--- src/rtl/mem_port_arbiter.sv ---
// mem_port_arbiter
//   Shares one single-ported unified memory between instruction fetch and
//   data load/store. Round-robin arbitration on ties, a fixed settle window
//   of WAIT_CYCLES per access, registered read data and one-cycle acks.
//
// Ports
//   clk, reset                  clock, synchronous active-high reset
//   instr_req/addr              fetch request (held until instr_ack)
//   instr_ack/rdata             fetch completion pulse, registered data
//   data_req/we/addr/wdata      load/store request (held until data_ack)
//   data_ack/rdata              load/store completion pulse, registered data
//   misaligned                  pulses with the ack if addr[1:0] != 0
//   busy                        FSM not idle
//   mem_en/we/addr/wdata        memory interface (word-aligned address)
//   mem_rdata                   memory read data, valid after WAIT_CYCLES
module mem_port_arbiter #(
    parameter int ADDR_W      = 32,
    parameter int DATA_W      = 32,
    parameter int WAIT_CYCLES = 2
) (
    input  logic              clk,
    input  logic              reset,
    input  logic              instr_req,
    input  logic [ADDR_W-1:0] instr_addr,
    output logic              instr_ack,
    output logic [DATA_W-1:0] instr_rdata,
    input  logic              data_req,
    input  logic              data_we,
    input  logic [ADDR_W-1:0] data_addr,
    input  logic [DATA_W-1:0] data_wdata,
    output logic              data_ack,
    output logic [DATA_W-1:0] data_rdata,
    output logic              misaligned,
    output logic              busy,
    output logic              mem_en,
    output logic              mem_we,
    output logic [ADDR_W-1:0] mem_addr,
    output logic [DATA_W-1:0] mem_wdata,
    input  logic [DATA_W-1:0] mem_rdata
);

    localparam logic [3:0] CNT_LOAD = 4'(WAIT_CYCLES - 1);

    typedef enum logic [1:0] {
        IDLE,
        ACCESS,
        DONE
    } state_t;

    typedef enum logic {
        OWN_INSTR = 1'b0,
        OWN_DATA  = 1'b1
    } owner_t;

    state_t     state;
    owner_t     owner;
    owner_t     last_grant;
    logic [3:0] cnt;
    logic [1:0] addr_lo;
    logic       grant_instr;

    // Instruction wins when it is the only requester, or on a tie when data
    // was the side granted last time.
    always_comb begin
        grant_instr = instr_req && (!data_req || (last_grant == OWN_DATA));
    end

    // mem_addr, mem_wdata and mem_we double as the latched copy of the
    // granted request, so they stay stable for the whole access.
    always_ff @(posedge clk) begin
        if (reset) begin
            state       <= IDLE;
            owner       <= OWN_INSTR;
            last_grant  <= OWN_DATA;
            cnt         <= '0;
            addr_lo     <= '0;
            instr_ack   <= 1'b0;
            instr_rdata <= '0;
            data_ack    <= 1'b0;
            data_rdata  <= '0;
            misaligned  <= 1'b0;
            busy        <= 1'b0;
            mem_en      <= 1'b0;
            mem_we      <= 1'b0;
            mem_addr    <= '0;
            mem_wdata   <= '0;
        end else begin
            instr_ack  <= 1'b0;
            data_ack   <= 1'b0;
            misaligned <= 1'b0;
            case (state)
                IDLE: begin
                    if (instr_req || data_req) begin
                        if (instr_req && data_req) begin
                            last_grant <= grant_instr ? OWN_INSTR : OWN_DATA;
                        end
                        owner <= grant_instr ? OWN_INSTR : OWN_DATA;
                        if (grant_instr) begin
                            mem_addr  <= {instr_addr[ADDR_W-1:2], 2'b00};
                            addr_lo   <= instr_addr[1:0];
                            mem_wdata <= '0;
                            mem_we    <= 1'b0;
                        end else begin
                            mem_addr  <= {data_addr[ADDR_W-1:2], 2'b00};
                            addr_lo   <= data_addr[1:0];
                            mem_wdata <= data_wdata;
                            mem_we    <= data_we;
                        end
                        mem_en <= 1'b1;
                        cnt    <= CNT_LOAD;
                        busy   <= 1'b1;
                        state  <= ACCESS;
                    end
                end

                ACCESS: begin
                    if (cnt == '0) begin
                        // mem_we is still the latched store flag at this edge;
                        // stores leave data_rdata untouched.
                        if (owner == OWN_INSTR) begin
                            instr_rdata <= mem_rdata;
                        end else if (!mem_we) begin
                            data_rdata <= mem_rdata;
                        end
                        instr_ack  <= (owner == OWN_INSTR);
                        data_ack   <= (owner == OWN_DATA);
                        misaligned <= (addr_lo != 2'b00);
                        mem_en     <= 1'b0;
                        mem_we     <= 1'b0;
                        state      <= DONE;
                    end else begin
                        cnt <= cnt - 4'd1;
                    end
                end

                DONE: begin
                    busy  <= 1'b0;
                    state <= IDLE;
                end

                default: begin
                    busy   <= 1'b0;
                    mem_en <= 1'b0;
                    mem_we <= 1'b0;
                    state  <= IDLE;
                end
            endcase
        end
    end

endmodule
--- config.mk ---
export PLATFORM = sky130hd
export DESIGN_NAME = mem_port_arbiter
export DESIGN_NICKNAME = d
export VERILOG_FILES = /design/src/rtl/mem_port_arbiter.sv
export SDC_FILE = /design/constraint.sdc
export NUM_CORES = 1
export LEC_CHECK = 0
export CORE_UTILIZATION = 46
export CTS_CLUSTER_SIZE = 10
export DETAILED_ROUTE_END_ITERATION = 6
export PLACE_DENSITY_LB_ADDON = 0.05
export SETUP_SLACK_MARGIN = 0.15
export SYNTH_ARGS = -nofsm -noshare
export SYNTH_HDL_FRONTEND = slang
export SYNTH_SLANG_ARGS = --single-unit
--- constraint.sdc ---
create_clock -name clk -period 3.35 [get_ports clk]
set_clock_uncertainty 0.05 [all_clocks]
set_input_delay 0.5025 -clock clk [delete_from_list [all_inputs] [get_ports clk]]
set_output_delay 0.5025 -clock clk [all_outputs]
set_load 0.02 [all_outputs]
### After elaboration in Yosys (flattened, before gate mapping)

Index checks and enable logic that the tools add are counted.

| storage, ports and cells | value |
|---|---|
| logic and storage cells | 61 |
| flip-flop bits (word level) | 144 |

| operators by class | value |
|---|---|
| bitwise gates (word level) | 5 |
| muxes and demuxes | 17 |
| reductions and logical operators | 18 |
| eq/ne operators | 5 |
| add/subtract/negate cells | 1 |

Operator list:

| operator | count |
|---|---|
| $mux W32 | 2 |
| $reduce_and A3 Y1 | 4 |
| $mux W4 | 2 |
| $pmux W4 S2 | 1 |
| $mux W2 | 3 |
| $ne A2 B2 Y1 const B | 3 |
| $pmux W1 S3 | 2 |
| $reduce_and A2 Y1 | 3 |
| $mux W1 | 5 |
| $not A1 Y1 | 5 |
| $logic_not A4 Y1 | 1 |
| $pmux W2 S2 | 1 |
| $reduce_and A4 Y1 | 1 |
| $reduce_bool A2 Y1 | 2 |
| $sub A4 B1 Y4 const B | 1 |
| $reduce_or A3 Y1 | 1 |
| $eq A2 B1 Y1 const B | 1 |
| $eq A2 B2 Y1 const B | 1 |
| $logic_and A1 B1 Y1 | 2 |
| $logic_not A2 Y1 | 1 |
| $logic_or A1 B1 Y1 | 2 |
| $pmux W1 S2 | 1 |
| $logic_not A1 Y1 | 1 |

### Depth between registers and ports, before layout

Gate-level depths: netlist of the first run.

| logic depth | value |
|---|---|
| depth after elaboration | 6 |
| gate-level depth with buffers | 7 |

### Worst setup path after synthesis of the first run

OpenSTA, ideal clock, no wires.

| timing | value |
|---|---|
| path type | reg-to-reg |
| from | reg state[1] |
| to | reg data_rdata[12] |
| data required time | 3.180 ns |
| cell stages (with the launch flop) | 7 |
| arrival | 1.703 ns |
| clock period less this slack | 1.873 ns |
| library setup time | 0.120 ns |
| path slack | 1.477 ns |
| buffers on the path | 3 |
| cell sequence | dfxtp_1 or3b_1 buf_2 or4b_1 buf_2 buf_6 mux2i_1 |

| between the ends | value |
|---|---|
| longest elaborated chain between the ends | 2 |

RTL lines:

| element | line | text |
|---|---|---|
| from (decl) | 55 | `state_t state;` |
| from (signal assigned) | 72 | `state <= IDLE;` |
| from (signal assigned) | 112 | `state <= ACCESS;` |
| from (signal assigned) | 130 | `state <= DONE;` |
| $eq A2 B1 Y1 | 91 | `case (state)` |
| $reduce_and A4 Y1 (no line) | - |  |
| to (signal assigned) | 123 | `data_rdata <= mem_rdata;` |
| to (decl) | 32 | `output logic [DATA_W-1:0] data_rdata,` |

No other way between the ends.
A chain may end at the register's enable or synchronous reset.

### Worst setup path in the final report of the first run

| timing | value |
|---|---|
| from | in instr_req |
| to | reg mem_addr[29] |

| between the ends | value |
|---|---|
| longest elaborated chain between the ends | 2 |

RTL lines:

| element | line | text |
|---|---|---|
| from (decl) | 23 | `input logic instr_req,` |
| $logic_and A1 B1 Y1 / $logic_or A1 B1 Y1 (equally long branches) | 65, 93 |  |
| $mux W32 / $reduce_and A2 Y1 (equally long branches) | - |  |
| to (signal assigned) | 99 | `mem_addr <= {instr_addr[ADDR_W-1:2], 2'b00};` |
| to (signal assigned) | 104 | `mem_addr <= {data_addr[ADDR_W-1:2], 2'b00};` |
| to (decl) | 37 | `output logic [ADDR_W-1:0] mem_addr,` |

Parallel ways exist; a longest one is shown, timed or not.

==> metrics.cfg, run 1 <==
[status]
status=complete, no violations

[place]
hpwl_microns=12500
gp_congestion=0.811
io_buffers=264

[clocking]
cts_sinks=142
post_cts_resized=0
root_buffer=clkbuf_16
h-tree-depth=4
clkLatencyLatePin_ns=0.41
cts_setup_buffers=0
clk_pin_slew_ns=0.06
ctsHoldBuffers=0
numCtsBuffers=17
clk_path_buf_depth=2
cts_tree=yes

[routing]
vias=5899
wl_microns=18200
wire_per_inst_microns=17.0
drt-vias-per-instance=5.50
remaining_drc_errors=0
initialDrtViolationCount=438
antenna_left=0
first_pass_iters=5

[critical_path]
crit_top_cell=buf_4
required_ns=3.61
cp_max_fo=31
crit_chain=clkdlybuf4s50_1 > buf_4 > inv_2 > buf_4 > o21ai_0 > a311oi_1
max_stage_delay_ns=0.55
path_delay_family=buffers and inverters
path_class=in2reg
end_kind=register
worstPathArrival_ns=2.39
worst-path-buf-inv=4
critPathLaunchType=input port
cp_slowest_cell=clkdlybuf4s50_1

[finish]
multi_input_area_sq_mm=0.00306
fillCellCount=1034
area_delta_synth_final_pct=52.5
diodes=0
regArea_sq_mm=0.00284
mostFrequentLayoutCells=263 x clkdlybuf4s50_1, 142 x dfxtp_1, 99 x nand2b_1, 68 x a21oi_1
nets=1018
drive_gt1_share_pct=6.70
final_common_cell=clkdlybuf4s50_1

[synthesis]
synth-async-reset-ratio_pct=0
netlist_area_sq_mm=0.00621
yosys.area.top_type=dfxtp_1
syn-instance-count=660
synthFlopType=dfxtp_1
synthDistinctLibCells=43
synth_edf_count=0
avgSynthCellArea_sq_um=9.41
ys_seq_area_share_pct=45.8
synth_area_leaders=dfxtp_1 46%, mux2i_1 10%, nand2b_1 10%
synth_top_area_share_pct=45.8
ys_ff_latch=142
ys_warn_count=0

[timing]
finalHoldViolations=0
period_needed_ns=2.13
finalSetupViolations=0
slew-limit-headroom_pct=40.3
tightest_slew_ns=0.890
fin_tns_setup_ns=0
timing.final.crit_share_pct=63.5
rsz0062_at_grt=false
fmax_mhz=470
report.final.slew_viol_count=0

[power]
leakagePower_uw=0.00343
power_uw=4780
power.density_mw_per_mm2=504
ir_worst_vdd_mv=0.318

[global_route]
grt_overflow=0
grt_usage_pct=25.9
grt_pass1_vias=5789
antenna_found_initial=0
grt_pass1_wl_microns=28900
grt_max_degree=123

[job]
max_cap_viol_count=0

[floorplan]
fp-row-count=42
io-pin-count=267
die_w_microns=118
die_area_sq_mm=0.0140
coreArea_sq_mm=0.0132
initial_utilization_pct=47.1
dieHeight_microns=118

[worst_hold_path]
hold_path.class=reg2reg

metrics by stage:
| step | std cells | util, % | hold slack (ns) | worst slack (ns) | cell area (sq um) |
|---|---|---|---|---|---|
| final | 1072 | 71.8 | 0.410 | 1.22 | 9470 |
| after global routing | 1072 | 71.8 | 0.443 | 1.02 | 9470 |
| after CTS | 1072 | 71.8 | 0.411 | 1.24 | 9470 |
| after detailed placement | 1040 | 67.5 | 0.393 | 0.818 | 8900 |
| after global placement | 1040 | 67.5 | 0.401 | 0.858 | 8900 |
| after floorplan | 661 | - | 0.378 | 1.48 | 6220 |
synthesized netlist by cell type, types with 3 or more instances:
master       n
nand3b_1    33
nor2_1       5
a311oi_1    32
inv_1        3
mux2i_1     64
a31oi_1      3
dfxtp_1    142
nand2b_1    99
o2111ai_1   33
buf_1        3
clkbuf_1    65
a21oi_1     68
o21ai_0     64
buf_2        5
nor3_1       3
per-layer routing:
layer	part of all wire (%)	track usage, %
met1	41	30.6
met2	49	43.6
met3	7.0	7.29
met4	2.8	11.6
met5	0	0
state kept, by name (all words and copies together), names as in the netlist:
register / count
instr_ack: 1
mem_we: 1
mem_wdata: 32
mem_en: 1
cnt: 4
state: 2
last_grant: 1
instr_rdata: 32
mem_addr: 30
misaligned: 1
addr_lo: 2
busy: 1
owner: 1
data_ack: 1
data_rdata: 32
final timing paths:
kind         startpoint             end  slack (ns)  depth (start not counted)
max           instr_req    mem_addr[29]        1.22                          6
min reg2reg  addr_lo[0]      misaligned        0.41                          1
max reg2reg    state[0]  data_rdata[17]        1.28                          4
min          addr_lo[0]      misaligned        0.41                          1
area by class of cell:
class / count / area share, %
Multi-Input combinational cell: 437 / 32.3
Sequential cell: 142 / 30.0
Timing Repair Buffer: 280 / 29.1
Clock buffer: 19 / 4.78
Tap cell: 176 / 2.32
Clock inverter: 13 / 1.23
Inverter: 5 / 0.198
where the power goes:
group,leakage [uW],internal (uW),switching [uW]
clock,0.000275,1060,724
combinational,0.00199,528,563
sequential,0.00116,1820,78.3
total,0.00343,3410,1360
logic make-up after synthesis:
family | Yosys count | synth area share [%]
buffers and inverters | 82 | 5.42
AND/OR/NAND/NOR | 159 | 16.7
multiplexers | 64 | 10.3
adder cells (fa/ha/maj) | 2 | 0.403
other | 1 | 0.0604
flip-flops | 142 | 45.8
AO/OA/AOI/OAI | 210 | 21.4
(Power assumes the default switching activity.)
==> run 2: changes to the inputs <==
--- a/config.mk
+++ b/config.mk
@@ -5,7 +5,7 @@
 export SDC_FILE = /design/constraint.sdc
 export NUM_CORES = 1
 export LEC_CHECK = 0
-export CORE_UTILIZATION = 46
+export CORE_UTILIZATION = 39
 export CTS_CLUSTER_SIZE = 10
 export DETAILED_ROUTE_END_ITERATION = 6
 export PLACE_DENSITY_LB_ADDON = 0.05
==> constraint.sdc (replaced) <==
create_clock -name clk -period 1.8 [get_ports clk]
set_clock_uncertainty 0.05 [all_clocks]
set_input_delay 0.27 -clock clk [delete_from_list [all_inputs] [get_ports clk]]
set_output_delay 0.27 -clock clk [all_outputs]
set_load 0.02 [all_outputs]
==> metrics.cfg, run 2 (synthesized netlist as in run 1, its figures left out) <==
[status]
status=complete, no violations

[critical_path]
cp_max_fo=12  ; -61%
end_kind=register
reg2reg_to=data_rdata[22]
required_ns=2.05  ; -1.56 ns
crit_chain=or3b_4 > or4b_4 > buf_12 > mux2i_1
worstPathArrival_ns=2.01  ; -0.38 ns
cp_slowest_cell=or4b_4
max_stage_delay_ns=0.55  ; about the same
path_class=reg2reg
rrSetupSlack_ns=0.04  ; -1.24 ns
r2r-start=cnt[2]
r2r_cells=4  ; unchanged
critPathLaunchType=register

[routing]
wire_per_inst_microns=17.2  ; +1.1%
antenna_left=0  ; unchanged
wl_microns=19400  ; +6.5%
vias=5921  ; +0.37%
first_pass_iters=4  ; -1
remaining_drc_errors=0  ; unchanged
initialDrtViolationCount=315  ; -28%
drt-vias-per-instance=5.24  ; -4.8%

[finish]
fin_area_sq_mm=0.00991  ; +4.6%
nets=1042  ; +2.4%
fillCellCount=1264  ; +22%
final_util_pct=64.4  ; -7.4 points
mostFrequentLayoutCells=140 x dfxtp_1, 132 x dlygate4sd2_1, 131 x clkdlybuf4s50_1, 99 x nand2b_1, 68 x a21oi_1
drive_gt1_share_pct=10.0  ; +3.3 points
diodes=0  ; unchanged
area_delta_synth_final_pct=59.5
final_common_cell=dfxtp_1
reg_top3=data_rdata x32, instr_rdata x32, mem_wdata x32

[timing]
timing.final.crit_share_pct=97.7
tightest_slew_ns=0.525  ; -0.365 ns
rsz0062_at_grt=true
fin_tns_setup_ns=0  ; unchanged
finalSetupViolations=0  ; unchanged
finalHoldViolations=0  ; unchanged
fmax_mhz=569
holdWs_ns=0.390  ; -0.0199 ns
slew-limit-headroom_pct=64.9  ; +25 points
report.final.slew_viol_count=0  ; unchanged
period_needed_ns=1.76

[place]
post_dp_cell_area_sq_mm=0.00924  ; +3.8%
gp_congestion=0.804  ; -0.80%
io_buffers=264  ; unchanged
hpwl_microns=13200  ; +5.8%

[global_route]
grt_pass1_wl_microns=29400  ; +1.8%
grt_overflow=0  ; unchanged
grt_max_degree=56  ; -54%
antenna_found_initial=0  ; unchanged
grt_usage_pct=22.9  ; -3.0 points
grt_pass1_vias=5850  ; +1.1%

[clocking]
clk_path_buf_depth=2  ; unchanged
root_buffer=clkbuf_16
cts_tree=yes
cts_sinks=142  ; unchanged
numCtsBuffers=17  ; unchanged
ctsHoldBuffers=0  ; unchanged
clkLatencyLatePin_ns=0.42  ; about the same
h-tree-depth=4  ; unchanged
clk_pin_slew_ns=0.06  ; about the same

[worst_hold_path]
worstHoldEndpoint=mem_addr[4]
holdPathStages=3  ; +2
hold_path.class=in2reg
min_from=instr_addr[4]

[floorplan]
initial_utilization_pct=40.4  ; -6.7 points
coreArea_sq_mm=0.0154  ; +17%
io-pin-count=267  ; unchanged
dieHeight_microns=128  ; +8.5%
fp-row-count=45  ; +7.1%
die_w_microns=128  ; +8.5%
die_area_sq_mm=0.0164  ; +18%

[power]
switching_share_pct=27.0  ; -1.6 points
seqPwrFrac_pct=37.1  ; -2.7 points
power.internal_uw=6930  ; +100%
leakagePower_uw=0.00425  ; +24%
pwr-share-comb_pct=22.4  ; -0.4 points
p_sw_uw=2560  ; +88%
power.density_mw_per_mm2=959  ; +90%
p_clk_share_pct=40.5  ; +3.1 points
ir_worst_vdd_mv=0.713  ; +120%

[job]
max_cap_viol_count=0  ; unchanged

==> run 2: cell count changes in the layout (fill, tap and decap cells not counted), moves of 3 or more <==
cell,before,now
bufinv_16,1,5
buf_12,0,14
buf_6,0,5
clkinvlp_4,3,0
clkdlybuf4s50_1,263,131
dlygate4sd2_1,0,132
clkbuf_16,17,20
==> run 2: repair_timing <==
action,4_1_cts,5_1_grt
hold endpoints to repair,0,0
resized for setup,134,15
endpoints found under the setup margin,176,106
setup buffers,0,1
gates cloned,0,6
==> run 2: area by class of cell <==
| class | instances | area (sq um) | area share (%) |
|---|---|---|---|
| Tap cell | 211 | 264 | 2.67 |
| Clock inverter | 10 | 186 | 1.88 |
| Multi-Input combinational cell | 437 | 3110 | 31.4 |
| Inverter | 5 | 18.8 | 0.189 |
| Clock buffer | 21 | 460 | 4.65 |
| Sequential cell | 142 | 2850 | 28.7 |
| Timing Repair Buffer | 304 | 3020 | 30.5 |
==> run 2: critical path: cells and delay by family, from the launching register on <==
| kind | cells | cell delay (ns) |
|---|---|---|
| AND/OR/NAND/NOR | 2 | 0.94 |
| buffers and inverters | 1 | 0.19 |
| flip-flops | 1 | 0.33 |
| multiplexers | 1 | 0.13 |
==> run 2: worst max-delay path by stage <==
stage	to	slack (ns)	startpoint	cells after the start
after detailed placement	mem_addr[12]	-0.03	data_req	5
after CTS	data_rdata[22]	0.01	cnt[2]	4
after floorplan	data_rdata[12]	-0.05	state[0]	6
final	data_rdata[22]	0.04	cnt[2]	4
after global placement	mem_addr[25]	0.06	instr_req	6
after global routing	data_rdata[10]	-0.01	cnt[2]	4
==> run 2: stage by stage <==
stage	total power, uW	setup slack [ns]	cells
5_1_grt	9900	-0.0142	1130
2_1_floorplan	4700	-0.0491	661
4_1_cts	9470	0.0103	1123
3_5_place_dp	5760	-0.0330	1092
3_3_place_gp	5720	0.0645	1092
6_report	9500	0.0412	1130
==> run 2: per-layer routing <==
layer  GRT usage, %  vias to the layer above  share of wire, %
met3           7.43                       26               6.8
met5              0                        -                 0
met2           40.1                      207                51
met1           25.9                     2788                41
met4           8.58                        0               1.9
li1               -                     2900                 -
==> run 2: power by group through the flow <==
| stage | Combinational, uW | Clock (uW) | Sequential [uW] |
|---|---|---|---|
| 2_1_floorplan | 844 | 0 | 3850 |
| 3_3_place_gp | 2130 | 0 | 3590 |
| 3_5_place_dp | 2170 | 0 | 3590 |
| 4_1_cts | 2030 | 3920 | 3520 |
| 5_1_grt | 2280 | 4070 | 3550 |
| 6_report | 2130 | 3850 | 3520 |
==> run 3: changes to the inputs <==
==> constraint.sdc (replaced) <==
create_clock -name clk -period 1.55 [get_ports clk]
set_clock_uncertainty 0.05 [all_clocks]
set_input_delay 0.2325 -clock clk [delete_from_list [all_inputs] [get_ports clk]]
set_output_delay 0.2325 -clock clk [all_outputs]
set_load 0.02 [all_outputs]
==> metrics.cfg, run 3 (synthesized netlist as in run 1, its figures left out) <==
[worst_hold_path]
holdPathStages=2  ; -1
worstHoldEndpoint=state[0]
hold_path.class=in2reg
min_from=reset

[critical_path]
required_ns=1.78  ; -0.27 ns
r2r_cells=8  ; +4
critPathLaunchType=register
path_class=reg2reg
startpoint=state[0]
worstPathArrival_ns=1.97  ; -0.04 ns
rrSetupSlack_ns=-0.19  ; -0.23 ns
cp_max_fo=8  ; -4
reg2reg_to=mem_addr[24]
r2r-start=state[0]
end_kind=register

[routing]
first_pass_iters=5  ; +1
vias=6314  ; +6.6%
antenna_left=0  ; unchanged
remaining_drc_errors=0  ; unchanged
wire_per_inst_microns=18.8  ; +9.5%
initialDrtViolationCount=311  ; -1.3%
wl_microns=22100  ; +14%
drt-vias-per-instance=5.37  ; +2.6%

[finish]
reg_top3=data_rdata x32, instr_rdata x32, mem_wdata x32
final_common_cell=dfxtp_1
instances_no_fill=1175  ; +4.0%
drive_gt1_share_pct=30.3  ; +20 points
nets=1086  ; +4.2%
mostFrequentLayoutCells=136 x dfxtp_1, 131 x clkdlybuf4s50_1, 99 x nand2b_1, 63 x mux2i_1, 60 x clkbuf_2
final_util_pct=71.1  ; +6.7 points
area_delta_synth_final_pct=75.9
diodes=0  ; unchanged

[power]
p_clk_share_pct=32.9  ; -7.6 points
switching_share_pct=30.5  ; +3.5 points
seqPwrFrac_pct=36.2  ; -0.9 points
power_uw=11400  ; +20%
pwr-share-comb_pct=30.9  ; +8.5 points
ir_worst_vdd_mv=0.860  ; +21%
power.internal_uw=7920  ; +14%
power.density_mw_per_mm2=1040  ; +8.8%
leakagePower_uw=0.00422  ; -0.60%
p_sw_uw=3480  ; +36%

[clocking]
root_buffer=clkbuf_16
ctsHoldBuffers=0  ; unchanged
clkLatencyLatePin_ns=0.43  ; about the same
cts_tree=yes
clk_pin_slew_ns=0.06  ; about the same
clk_path_buf_depth=2  ; unchanged
numCtsBuffers=17  ; unchanged
cts_sinks=142  ; unchanged
h-tree-depth=4  ; unchanged

[global_route]
grt_pass1_vias=6377  ; +9.0%
grt_overflow=0  ; unchanged
grt_max_degree=54  ; -3.6%
grt_usage_pct=25.3  ; +2.4 points
antenna_found_initial=0  ; unchanged
grt_pass1_wl_microns=32500  ; +10%

[timing]
fin_tns_setup_ns=-14.74  ; -14.74 ns
timing.final.crit_share_pct=112  ; +15 points
period_needed_ns=1.74  ; -0.0158 ns
report.final.slew_viol_count=0  ; unchanged
layout_setup_ws_ns=-0.193  ; -0.234 ns
slew-limit-headroom_pct=65.1  ; +0.19 points
finalSetupViolations=134  ; +134
finalHoldViolations=0  ; unchanged
tightest_slew_ns=0.524  ; -0.00171 ns
rsz0062_at_grt=true
fmax_mhz=574  ; +0.91%

[floorplan]
initial_utilization_pct=40.4  ; unchanged
dieHeight_microns=128  ; unchanged
coreArea_sq_mm=0.0154  ; unchanged
die_area_sq_mm=0.0164  ; unchanged
die_w_microns=128  ; unchanged
fp-row-count=45  ; unchanged
io-pin-count=267  ; unchanged

[job]
max_cap_viol_count=0  ; unchanged

[place]
dp_slack_ns=-0.275  ; -0.242 ns
hpwl_microns=13300  ; +0.47%
io_buffers=264  ; unchanged
placed_cells=1100  ; +0.73%
gp_congestion=0.797  ; -0.85%

[status]
status=finished with violations
failed_checks=setup timing

run 3: cell count changes in the layout (fill, tap and decap cells not counted), sizes merged:
cell / previous run / this run
dlygate4sd2: 132 / 8
clkbuf: 24 / 89
clkdlybuf4s15: 0 / 63
buf: 38 / 79
bufinv: 5 / 0
clkinvlp: 0 / 4
nor2: 5 / 6
run 3: through the flow:
| stage | cell area (sq um) | hold slack, ns |
|---|---|---|
| detailed placement | 9380 | 0.412 |
| CTS | 10400 | 0.235 |
| floorplan | 6330 | 0.358 |
| global placement | 9380 | 0.391 |
| global route | 10900 | 0.277 |
| finish | 10900 | 0.241 |
run 3: how the worst max path moves through the flow:
stage / endpoint / slack (ns) / depth (start not counted)
after global routing: data_rdata[4] / -0.25 / 6
after detailed placement: mem_addr[10] / -0.28 / 5
after global placement: cnt[1] / -0.17 / 4
after CTS: data_rdata[12] / -0.19 / 4
final: mem_addr[24] / -0.19 / 8
after floorplan: data_rdata[12] / -0.30 / 6
run 3: cell type report:
type,count,area [sq um]
timing repair buffer,347,3600
tap,211,264
fill,1107,4440
inverter,5,18.8
multi-input combinational,438,3650
sequential,142,2850
clock inverter,9,62.6
clock buffer,23,478
run 3: worst max-delay path, stage by stage (launching register included):
cell	delay [ns]
dfxtp_2	0.32
buf_4	0.12
buf_6	0.10
buf_6	0.12
or2_4	0.26
nor2_4	0.19
buf_6	0.16
clkbuf_16	0.16
a311oi_1	0.12
run 3: metal layers:
layer / share of wire (%) / vias up / routed length (microns) / GRT usage (%)
li1: - / 2991 / - / -
met4: 2.6 / 0 / 565 / 10.2
met3: 7.6 / 42 / 1690 / 8.51
met1: 40 / 3016 / 8810 / 28.5
met5: 0 / - / 0 / 0
met2: 50 / 265 / 11000 / 43.6
run 3: repair_timing:
| action | in CTS | in global routing |
|---|---|---|
| cloned | 10 | 6 |
| pin swaps | 52 | 41 |
| setup endpoints to repair | 271 | 255 |
| buffers inserted | 18 | 9 |
| resized for setup | 272 | 238 |
| hold endpoints to repair | 0 | 0 |
run 3: power by group through the flow:
stage,sequential [uW],combinational (uW),clock (uW)
detailed placement,4170,2590,0
global route,4150,3700,3990
global placement,4160,2550,0
finish,4120,3520,3750
CTS,4100,3040,3800
floorplan,4470,1030,0
